### src/rtl/ripple_count_sampler_if.sv
// Bundle of ripple counter inputs, control strobes and sampled-count results.
// The master side drives the counter bits and controls; the slave side reports the results.
interface ripple_count_sampler_if #(
  parameter int ACC_W = 16
);
  logic             Q0;
  logic             Q1;
  logic             Q2;
  logic             Q3;
  logic             en;
  logic             clr_acc;
  logic [3:0]       count_sync;
  logic             count_valid;
  logic [3:0]       delta;
  logic             wrap_pulse;
  logic [ACC_W-1:0] total;
  logic             total_ovf;

  modport master (
    output Q0, Q1, Q2, Q3, en, clr_acc,
    input  count_sync, count_valid, delta, wrap_pulse, total, total_ovf
  );

  modport slave (
    input  Q0, Q1, Q2, Q3, en, clr_acc,
    output count_sync, count_valid, delta, wrap_pulse, total, total_ovf
  );
endinterface

### src/rtl/ripple_count_sampler.sv
// Samples a 4-bit asynchronous ripple counter into the clk domain. Only settled values
// are accepted; each accepted change reports count, delta and wrap, and accumulates a total.
module ripple_count_sampler #(
  parameter int SYNC_STAGES   = 2,
  parameter int STABLE_CYCLES = 2,
  parameter int ACC_W         = 16
) (
  input logic                    clk,
  input logic                    rst,
  ripple_count_sampler_if.slave  bus
);

  localparam int STAB_W = $clog2(STABLE_CYCLES + 1);
  localparam logic [STAB_W-1:0] STAB_MAX = STAB_W'(STABLE_CYCLES);

  typedef enum logic {S_INIT = 1'b0, S_TRACK = 1'b1} state_t;

  function automatic logic [STAB_W-1:0] sat_inc(input logic [STAB_W-1:0] v);
    return (v == STAB_MAX) ? v : v + 1'b1;
  endfunction

  logic [3:0]        r_sync_p0 [SYNC_STAGES];
  logic [3:0]        w_s;
  logic [3:0]        r_s_prev_p1;
  logic [STAB_W-1:0] r_stab_cnt_p1;
  logic              w_stable;

  state_t            r_state;
  state_t            w_state_nxt;
  logic              w_load;
  logic              w_accept;

  logic [3:0]        r_count_sync;
  logic              r_count_valid;
  logic [3:0]        r_delta;
  logic              r_wrap_pulse;
  logic [ACC_W-1:0]  r_total;
  logic              r_total_ovf;
  logic [3:0]        w_delta;
  logic [ACC_W:0]    w_sum;

  // Stage p0: per-bit synchronizer chains, no coherence between bits yet
  always_ff @(posedge clk) begin
    if (rst) begin
      for (int i = 0; i < SYNC_STAGES; i++) r_sync_p0[i] <= '0;
    end else begin
      r_sync_p0[0] <= {bus.Q3, bus.Q2, bus.Q1, bus.Q0};
      for (int i = 1; i < SYNC_STAGES; i++) r_sync_p0[i] <= r_sync_p0[i-1];
    end
  end

  assign w_s = r_sync_p0[SYNC_STAGES-1];

  // Stage p1: stability filter; s must also match s_prev so a saturated count from an
  // older value cannot pass a fresh transient in its first cycle
  always_ff @(posedge clk) begin
    if (rst) begin
      r_s_prev_p1   <= '0;
      r_stab_cnt_p1 <= '0;
    end else begin
      r_s_prev_p1   <= w_s;
      r_stab_cnt_p1 <= (w_s != r_s_prev_p1) ? '0 : sat_inc(r_stab_cnt_p1);
    end
  end

  assign w_stable = (r_stab_cnt_p1 == STAB_MAX) && (w_s == r_s_prev_p1);
  assign w_delta  = w_s - r_count_sync;
  assign w_sum    = {1'b0, r_total} + {{(ACC_W-3){1'b0}}, w_delta};

  always_ff @(posedge clk) begin
    if (rst) r_state <= S_INIT;
    else     r_state <= w_state_nxt;
  end

  always_comb begin
    w_state_nxt = r_state;
    w_load      = 1'b0;
    w_accept    = 1'b0;
    if (!bus.en) begin
      w_state_nxt = S_INIT;
    end else begin
      case (r_state)
        S_INIT: begin
          if (w_stable) begin
            w_load      = 1'b1;
            w_state_nxt = S_TRACK;
          end
        end
        S_TRACK: begin
          if (w_stable && (w_s != r_count_sync)) w_accept = 1'b1;
        end
        default: w_state_nxt = S_INIT;
      endcase
    end
  end

  // Stage p2: registered event outputs and running total
  always_ff @(posedge clk) begin
    if (rst) begin
      r_count_sync  <= '0;
      r_count_valid <= 1'b0;
      r_delta       <= '0;
      r_wrap_pulse  <= 1'b0;
      r_total       <= '0;
      r_total_ovf   <= 1'b0;
    end else begin
      r_count_valid <= w_accept;
      r_wrap_pulse  <= w_accept && (w_s < r_count_sync);
      if (w_load || w_accept) r_count_sync <= w_s;
      if (w_accept)           r_delta      <= w_delta;
      if (bus.clr_acc) begin
        r_total     <= '0;
        r_total_ovf <= 1'b0;
      end else if (w_accept) begin
        r_total     <= w_sum[ACC_W-1:0];
        r_total_ovf <= r_total_ovf | w_sum[ACC_W];
      end
    end
  end

  assign bus.count_sync  = r_count_sync;
  assign bus.count_valid = r_count_valid;
  assign bus.delta       = r_delta;
  assign bus.wrap_pulse  = r_wrap_pulse;
  assign bus.total       = r_total;
  assign bus.total_ovf   = r_total_ovf;

endmodule

### src/flat_wrapper.sv
// flat-port wrapper written by rule: the top's interface ports become plain ports
module ripple_count_sampler_flat 
#(
  parameter int SYNC_STAGES   = 2,
  parameter int STABLE_CYCLES = 2,
  parameter int ACC_W         = 16
)
  (clk, rst, bus_Q0, bus_Q1, bus_Q2, bus_Q3, bus_en, bus_clr_acc, bus_count_sync, bus_count_valid, bus_delta, bus_wrap_pulse, bus_total, bus_total_ovf);
  ripple_count_sampler_if #(.ACC_W(ACC_W)) bus_i ();
  input logic clk;
  input logic rst;
  input wire logic [$bits(bus_i.Q0)-1:0] bus_Q0;
  input wire logic [$bits(bus_i.Q1)-1:0] bus_Q1;
  input wire logic [$bits(bus_i.Q2)-1:0] bus_Q2;
  input wire logic [$bits(bus_i.Q3)-1:0] bus_Q3;
  input wire logic [$bits(bus_i.en)-1:0] bus_en;
  input wire logic [$bits(bus_i.clr_acc)-1:0] bus_clr_acc;
  output wire logic [$bits(bus_i.count_sync)-1:0] bus_count_sync;
  output wire logic [$bits(bus_i.count_valid)-1:0] bus_count_valid;
  output wire logic [$bits(bus_i.delta)-1:0] bus_delta;
  output wire logic [$bits(bus_i.wrap_pulse)-1:0] bus_wrap_pulse;
  output wire logic [$bits(bus_i.total)-1:0] bus_total;
  output wire logic [$bits(bus_i.total_ovf)-1:0] bus_total_ovf;
  assign bus_i.Q0 = bus_Q0;
  assign bus_i.Q1 = bus_Q1;
  assign bus_i.Q2 = bus_Q2;
  assign bus_i.Q3 = bus_Q3;
  assign bus_i.en = bus_en;
  assign bus_i.clr_acc = bus_clr_acc;
  assign bus_count_sync = bus_i.count_sync;
  assign bus_count_valid = bus_i.count_valid;
  assign bus_delta = bus_i.delta;
  assign bus_wrap_pulse = bus_i.wrap_pulse;
  assign bus_total = bus_i.total;
  assign bus_total_ovf = bus_i.total_ovf;
  ripple_count_sampler #(.SYNC_STAGES(SYNC_STAGES), .STABLE_CYCLES(STABLE_CYCLES), .ACC_W(ACC_W)) u_core (.clk(clk), .rst(rst), .bus(bus_i));
endmodule
### config.mk
export PLATFORM = sky130hd
export DESIGN_NAME = ripple_count_sampler_flat
export DESIGN_NICKNAME = d
export VERILOG_FILES = /design/src/rtl/ripple_count_sampler_if.sv /design/src/rtl/ripple_count_sampler.sv /design/src/flat_wrapper.sv
export SDC_FILE = /design/constraint.sdc
export NUM_CORES = 1
export LEC_CHECK = 0
export CORE_ASPECT_RATIO = 0.75
export CORE_MARGIN = 2
export CORE_UTILIZATION = 52
export DETAILED_ROUTE_END_ITERATION = 6
export PLACE_DENSITY = 0.86
export SLEW_MARGIN = 10
export SYNTH_ARGS = -nofsm -noshare
export SYNTH_HDL_FRONTEND = slang
export SYNTH_SLANG_ARGS = --single-unit
### constraint.sdc
create_clock -name clk -period 3.6 [get_ports clk]
set_input_delay 0.36 -clock clk [delete_from_list [all_inputs] [get_ports clk]]
set_output_delay 0.36 -clock clk [all_outputs]
set_load 0.005 [all_outputs]
# ---- After elaboration in Yosys (flattened, before gate mapping)
# Memories as Yosys holds them, arrays and structs flattened.
# Cells that the tools add are included.
dict set report op_classes {
  add_sub_neg 3
  n_lt_le_gt_ge 1
  eq_ne 4
  muxes 12
  bitwise_logic 4
  reduce_logical 7
}
# op count
set ops {}
lappend ops {{16-bit by 4-bit adder with 17-bit output} 1}
lappend ops {{1-bit 2-to-1 mux} 10}
lappend ops {{4-bit 2-to-1 mux} 2}
lappend ops {{4-bit inequality test} 2}
lappend ops {{2-bit OR reduction} 3}
lappend ops {{4-bit equality test} 1}
lappend ops {{4-bit less-than comparator} 1}
lappend ops {{4-bit subtractor} 1}
lappend ops {{1-bit logical AND} 3}
lappend ops {{1-bit bitwise OR} 3}
lappend ops {{2-bit by 1-bit adder with 2-bit output, second input constant} 1}
lappend ops {{2-bit equality test, second input constant} 1}
lappend ops {{1-bit logical OR} 1}
lappend ops {{1-bit NOT} 1}
dict set report word_totals {
  register_bits 34
  ramBits 8
  inputBits 8
  out_inout_bits 27
  elab_cells 41
  n_memories 1
}
# memory depth width read_ports rd_ports_with_merged_regs write_ports line
set mem_list {}
lappend mem_list {u_core.r_sync_p0 2 4 2 0 2 ripple_count_sampler.sv:22} ;# logic [3:0] r_sync_p0 [SYNC_STAGES];

# ---- Depth between registers and ports, before layout
# Gate-level depths: netlist (run 1).
dict set report logic_depth {
  depth_word 7
  depth_mapped 11
  mapped_depth_nobuf 11
}

# ---- Worst setup path after synthesis (run 1)
# Ideal clock, no wire load.
dict set report synth_timing {
  path_type {flip-flop to flip-flop}
  from {memory u_core.r_sync_p0[1][0] (netlist: u_core.r_sync_p0[0][4])}
  to {register u_core.r_total[10] (netlist: u_core.bus.total[10])}
  setup_ns 0.118
  arrival_time_ns 2.529
  required_time_ns 3.482
  slack_ns 0.953
  path_stages_with_launch 11
  path_buffers 0
  period_less_slack_ns 2.647
  path_cell_list {dfxtp_1 -> inv_1 -> ha_1 -> inv_1 -> fa_1 -> inv_1 -> fa_1 -> or2b_1 -> o2bb2ai_1 -> or4_4 -> mux2i_1}
}
# element line
set synth_lines {}
lappend synth_lines {{start, declared} ripple_count_sampler.sv:22}
lappend synth_lines {{end signal, assigned} ripple_count_sampler.sv:115} ;# r_total <= w_sum[ACC_W-1:0];
lappend synth_lines {{end, declared} ripple_count_sampler.sv:37} ;# logic [ACC_W-1:0] r_total;

==> results of run 1 <==
[per-layer routing]
layer / GRT usage [%] / up-vias / share of wire [%]
li1: - / 872 / -
met1: 29.7 / 846 / 48
met2: 32.5 / 59 / 45
met3: 3.68 / 6 / 5.4
met4: 9.44 / 0 / 1.6
met5: 0 / - / 0
[sequential cells by signal, indices dropped and copies added (netlist names)]
register                count
u_core.bus.total           16
u_core.r_sync_p0            8
u_core.bus.count_sync       4
u_core.bus.delta            4
u_core.r_s_prev_p1          4
u_core.r_stab_cnt_p1        2
u_core.bus.count_valid      1
u_core.bus.total_ovf        1
u_core.bus.wrap_pulse       1
u_core.r_state              1
[layout by cell type, fill, tap and decap left out, drive strengths merged, types with 2 or more instances in the layout]
master         count
nand4              8
ha                 9
nor2b             13
nor3               4
nand3             10
nor3b              2
dfxtp             42
nor2               7
mux2i             11
nor4               8
a211o              2
fa                 2
or3               11
a21oi             15
inv               12
clkdlybuf4s50     34
o21ai             11
xor2               2
a211oi             2
xnor2              4
and4               4
clkbuf             5
or4                2
clkinvlp           2
nand2             19
[path summary, 6_finish.rpt]
check	start	endpoint	depth (start not counted)
worst min-delay path	u_core.r_sync_p0[0][3]	u_core.r_sync_p0[0][7]	1
worst max-delay path	u_core.r_sync_p0[0][5]	u_core.bus.total[5]	10
worst min register to register	u_core.r_sync_p0[0][3]	u_core.r_sync_p0[0][7]	1
worst max register to register	u_core.r_sync_p0[0][5]	u_core.bus.total[5]	10
[power breakdown]
group	internal [W]	switching, W	leakage [nW]
combinational	0.0000303	0.0000517	0.496
clock	0.000206	0.000173	0.0504
sequential	0.000472	0.00000581	0.341
[worst max-delay path, stage by stage, from the launching register on]
cell and delay, ns:
dfxtp_1 0.47, ha_1 0.29, nor2b_1 0.13, o21ai_0 0.21, nor3b_1 0.32, nor2_1 0.11
ha_1 0.33, o21a_1 0.15, a21oi_1 0.18, nor4b_1 0.46, mux2i_1 0.23
[per-stage QoR]
| stage | area, um2 | power (W) |
|---|---|---|
| final | 2540 | 0.000939 |
| after global routing | 2540 | 0.000970 |
| after CTS | 2540 | 0.000939 |
| after detailed placement | 2430 | 0.000570 |
| after global placement | 2430 | 0.000567 |
| after floorplan | 2090 | 0.000549 |
[area by class of cell]
cell class	instances	area, um2
fill	315	1210
clock inverter	3	45.0
inverter	12	45.0
tap	52	65.1
sequential	42	841
multi-input combinational	162	1130
timing repair buffer	35	348
clock buffer	5	68.8
[cells by family after synthesis]
family	share of synthesized area (%)
simple gates	26.7
flops	40.3
compound gates	11.3
buf+inv	5.51
mux	5.27
fa+ha+maj	7.31
xor+xnor	3.60
==> out/metrics.yaml, run 1 <==
slew_headroom_pct: 41.6
path_clk_slew_ns: 0.09
portBuffers: 34
yosys_warnings: 0
clockRootBuffer: "clkbuf_8"
layout.nets: 277
post_drt_via_cell_ratio: 5.73
instances_no_fill: 311
cts_hold_buf: 0
synth-seq-cells: 42
clk_latency_ns: 0.30
setup_viol: 0
final_max_slew_viol_count: 0
cp.required_ns: 3.84
rsz0062_at_grt: "false"
num_antenna_cells: 0
die_area_mm2: 0.00454
hold_slack_ns: 0.449
rows: 19
clockBufferDepth: 2
gp_congestion: 0.779
numCtsBuffers: 5
syn_to_final_growth_pct: 21.9
cp.arrival_ns: 3.18
place_ws_ns: 0.756
critPathKind: "reg -> reg"
antenna_found_initial: 0
vdd_drop_max_v: 0.000371
yosysTopAreaCell: "dfxtp_1"
utilization_pct: 67.8
drt_wl_total_mm: 4.47
drcViolationCount: 0
vias: 1783
synth_cells: 231
cts_sinks: 42
status: "finished clean"
syn_nets: 250
pin_count: 35
synth_top_area_share_pct: 40.3
synth_cell_type_count: 47
synthTopCellsByCount: "dfxtp_1 (42), nand2_1 (19), a21oi_1 (15)"
tightest_slew_ns: 0.873
ctsResizeCount: 0
worstHoldPathType: "reg -> reg"
rrSetupSlack_ns: 0.66
synth-edff-count: 0
synth-seq-area-share_pct: 40.3
min_period_ns: 2.94
netlist_area_mm2: 0.00209
startpoint_type: "flip-flop"
htreeDepth: 2
final.setup_skew_ns: 0.00953
fp.dieH_um: 58.9
p_leak_nw: 0.887
ys_top_cells_by_area: "dfxtp_1 (40%), ha_1 (5.4%), mux2i_1 (5.3%)"
finalHoldViolations: 0
synth.most_common_cell: "dfxtp_1"
end_kind: "flip-flop"
synth_flop_cell: "dfxtp_1"
grt_usage_pct: 21.2
drtAntennaViolNets: 0
syn_avg_cell_area_um2: 9.04
drt_iter0_markers: 145
wl_per_cell_um: 14.4
grt_start_max_net_pins: 40
initial_core_util_pct: 55.6
drive_above_1_share_pct: 6.18
drv_cap: 0
dr.pass1.iters: 4
dp.cells: 303
crit_path_max_fanout: 6
grt_pass1_wl_mm: 7.57
maxClockFrequency_mhz: 340
grt_pass1_vias: 1592
grt_overflow_total: 0
fin_crit_sh_pct: 81.7
ys_async_sr_fraction_pct: 0
cts_setup_buffers: 0
cts_tree: "built"
power_density_mw_per_mm2: 369
dp.final_hpwl_mm: 3.13
setup_ws_ns: 0.658
setup_tns_ns: 0
core_region_area_mm2: 0.00376
die_w_um: 77.2
Note: power is estimated with default switching activity, not from simulation.
==> inputs of run 2 (changes only) <==
==> constraint.sdc (replaced) <==
create_clock -name clk -period 3 [get_ports clk]
set_input_delay 0.3 -clock clk [delete_from_list [all_inputs] [get_ports clk]]
set_output_delay 0.3 -clock clk [all_outputs]
set_load 0.005 [all_outputs]
==> run 2 against run 1 <==
Effect of this change:
- sequential share of layout area decreased by 0.67 points
- clock skew decreased by 0.0013 ns
- combinational power increased by 27%
- clock power increased by 43%
- via count increased by 1.6%
- first-iteration DRC count increased by 14%
- design area increased by 2.1%
- critical path depth unchanged
- die area unchanged
- critical endpoint is now u_core.bus.total_ovf
- highest routed layer unchanged
==> out/metrics.yaml, run 2 (synthesized netlist as in run 1, its figures left out) <==
status: "finished clean"
core_region_area_mm2: 0.00376
startpoint_type: "flip-flop"
end_kind: "flip-flop"
grt_start_max_net_pins: 39
regArea_um2: 841
largest_reg_flops: 16
worstReg2RegStart: "u_core.r_sync_p0[0][4]"
num_antenna_cells: 0
p_leak_nw: 0.911
worstHoldPathType: "reg -> reg"
total_power_w: 0.00122
cts_tree: "built"
layout.nets: 278
final.setup_skew_ns: 0.00825
clk_latency_ns: 0.30
cp.required_ns: 3.23
fp.dieH_um: 58.9
drt_iter0_markers: 165
drtAntennaViolNets: 0
wl_per_cell_um: 14.3
numCtsBuffers: 5
grt_usage_pct: 20.6
r2r_end: "u_core.bus.total_ovf"
cts_sinks: 42
syn_to_final_growth_pct: 24.4
pin_count: 35
hold_depth: 1
fin_crit_sh_pct: 94.1
grt_overflow_total: 0
htreeDepth: 2
drcViolationCount: 0
antenna_found_initial: 0
cp.arrival_ns: 3.05
grt_pass1_vias: 1541
power_density_mw_per_mm2: 469
finalHoldViolations: 0
post_drt_via_cell_ratio: 5.80
clockBufferDepth: 2
portBuffers: 34
dr.pass1.iters: 5
drv_cap: 0
path_clk_slew_ns: 0.08
cp-endpoint: "u_core.bus.total_ovf"
rows: 19
worstRegToRegCells: 10
dp.final_hpwl_mm: 3.08
vias: 1811
gp_congestion: 0.806
drive_above_1_share_pct: 8.08
multi_input_area_mm2: 0.00115
setup_tns_ns: 0
mostFrequentLayoutCell: "dfxtp_1"
tightest_slew_ns: 0.880
instances_no_fill: 312
clockRootBuffer: "clkbuf_8"
final_max_slew_viol_count: 0
critPathMostFrequentCell: "inv_1"
utilization_pct: 69.2
slowest_stage: "fa_1"
cts_hold_buf: 0
min_period_ns: 2.82
rrSetupSlack_ns: 0.18
dp.cells: 304
initial_core_util_pct: 55.6
slew_headroom_pct: 41.1
critPathKind: "reg -> reg"
worstPathCellList: "inv_1, ha_1, inv_1, fa_1, inv_1, fa_1, or2b_1, o2bb2ai_1, or4_4, o21ai_1"
fillCellCount: 324
setup.worst_path.start: "u_core.r_sync_p0[0][4]"
rsz0062_at_grt: "false"
drt_wl_total_mm: 4.45
vdd_drop_max_v: 0.000406
layout_common_cells: "dfxtp_1 (42), clkdlybuf4s50_1 (34), nand2_1 (19)"
maxClockFrequency_mhz: 354
die_w_um: 77.2
setup_viol: 0
crit_path_max_fanout: 7
die_area_mm2: 0.00454
grt_pass1_wl_mm: 7.18
cpPeakStageDelay_ns: 0.52
## run 2: stage by stage
step / setup slack, ns / hold slack, ns / cell area [um2]
after floorplan: 0.353 / 0.414 / 2090
after detailed placement: 0.209 / 0.426 / 2440
after global routing: 0.0353 / 0.464 / 2600
final: 0.178 / 0.443 / 2600
after CTS: 0.138 / 0.445 / 2580
after global placement: 0.269 / 0.419 / 2440
## run 2: final cells by class
cell class,count,area share [%]
Multi-Input combinational cell,162,44.4
Timing Repair Buffer,36,13.7
Clock buffer,5,2.65
Tap cell,52,2.50
Clock inverter,3,2.65
Sequential cell,42,32.4
Inverter,12,1.73
## run 2: power by group
| group | leakage (nW) | internal [W] | switching, W |
|---|---|---|---|
| clock | 0.0683 | 0.000333 | 0.000207 |
| combinational | 0.502 | 0.0000391 | 0.0000645 |
| sequential | 0.341 | 0.000566 | 0.00000682 |
## run 2: worst max-delay path, delay by kind of cell (launching register included)
kind,cells,cell delay (ns)
fa+ha+maj,3,1.08
simple gates,2,0.71
compound gates,2,0.40
flops,1,0.35
buf+inv,3,0.20
## run 2: how the worst min path moves through the flow
stage | start | to
2_1_floorplan | u_core.r_sync_p0[0][0] | u_core.r_sync_p0[0][4]
3_3_place_gp | u_core.r_sync_p0[0][1] | u_core.r_sync_p0[0][5]
3_5_place_dp | u_core.r_sync_p0[0][0] | u_core.r_sync_p0[0][4]
4_1_cts | u_core.r_sync_p0[0][0] | u_core.r_sync_p0[0][4]
5_1_grt | u_core.r_sync_p0[0][0] | u_core.r_sync_p0[0][4]
6_report | u_core.r_sync_p0[0][0] | u_core.r_sync_p0[0][4]
## run 2: repair_timing
action,in CTS,in global routing
setup endpoints to repair,0,6
resized for setup,0,4
setup buffers,0,0
endpoints found under the hold margin,0,0
## run 2: routing by layer
metal / vias up / routed length (um) / track usage, %
li1: 879 / - / -
met2: 74 / 1910 / 31.2
met1: 852 / 2200 / 28.6
met5: - / 0 / 0
met4: 0 / 75 / 9.69
met3: 6 / 263 / 4.29
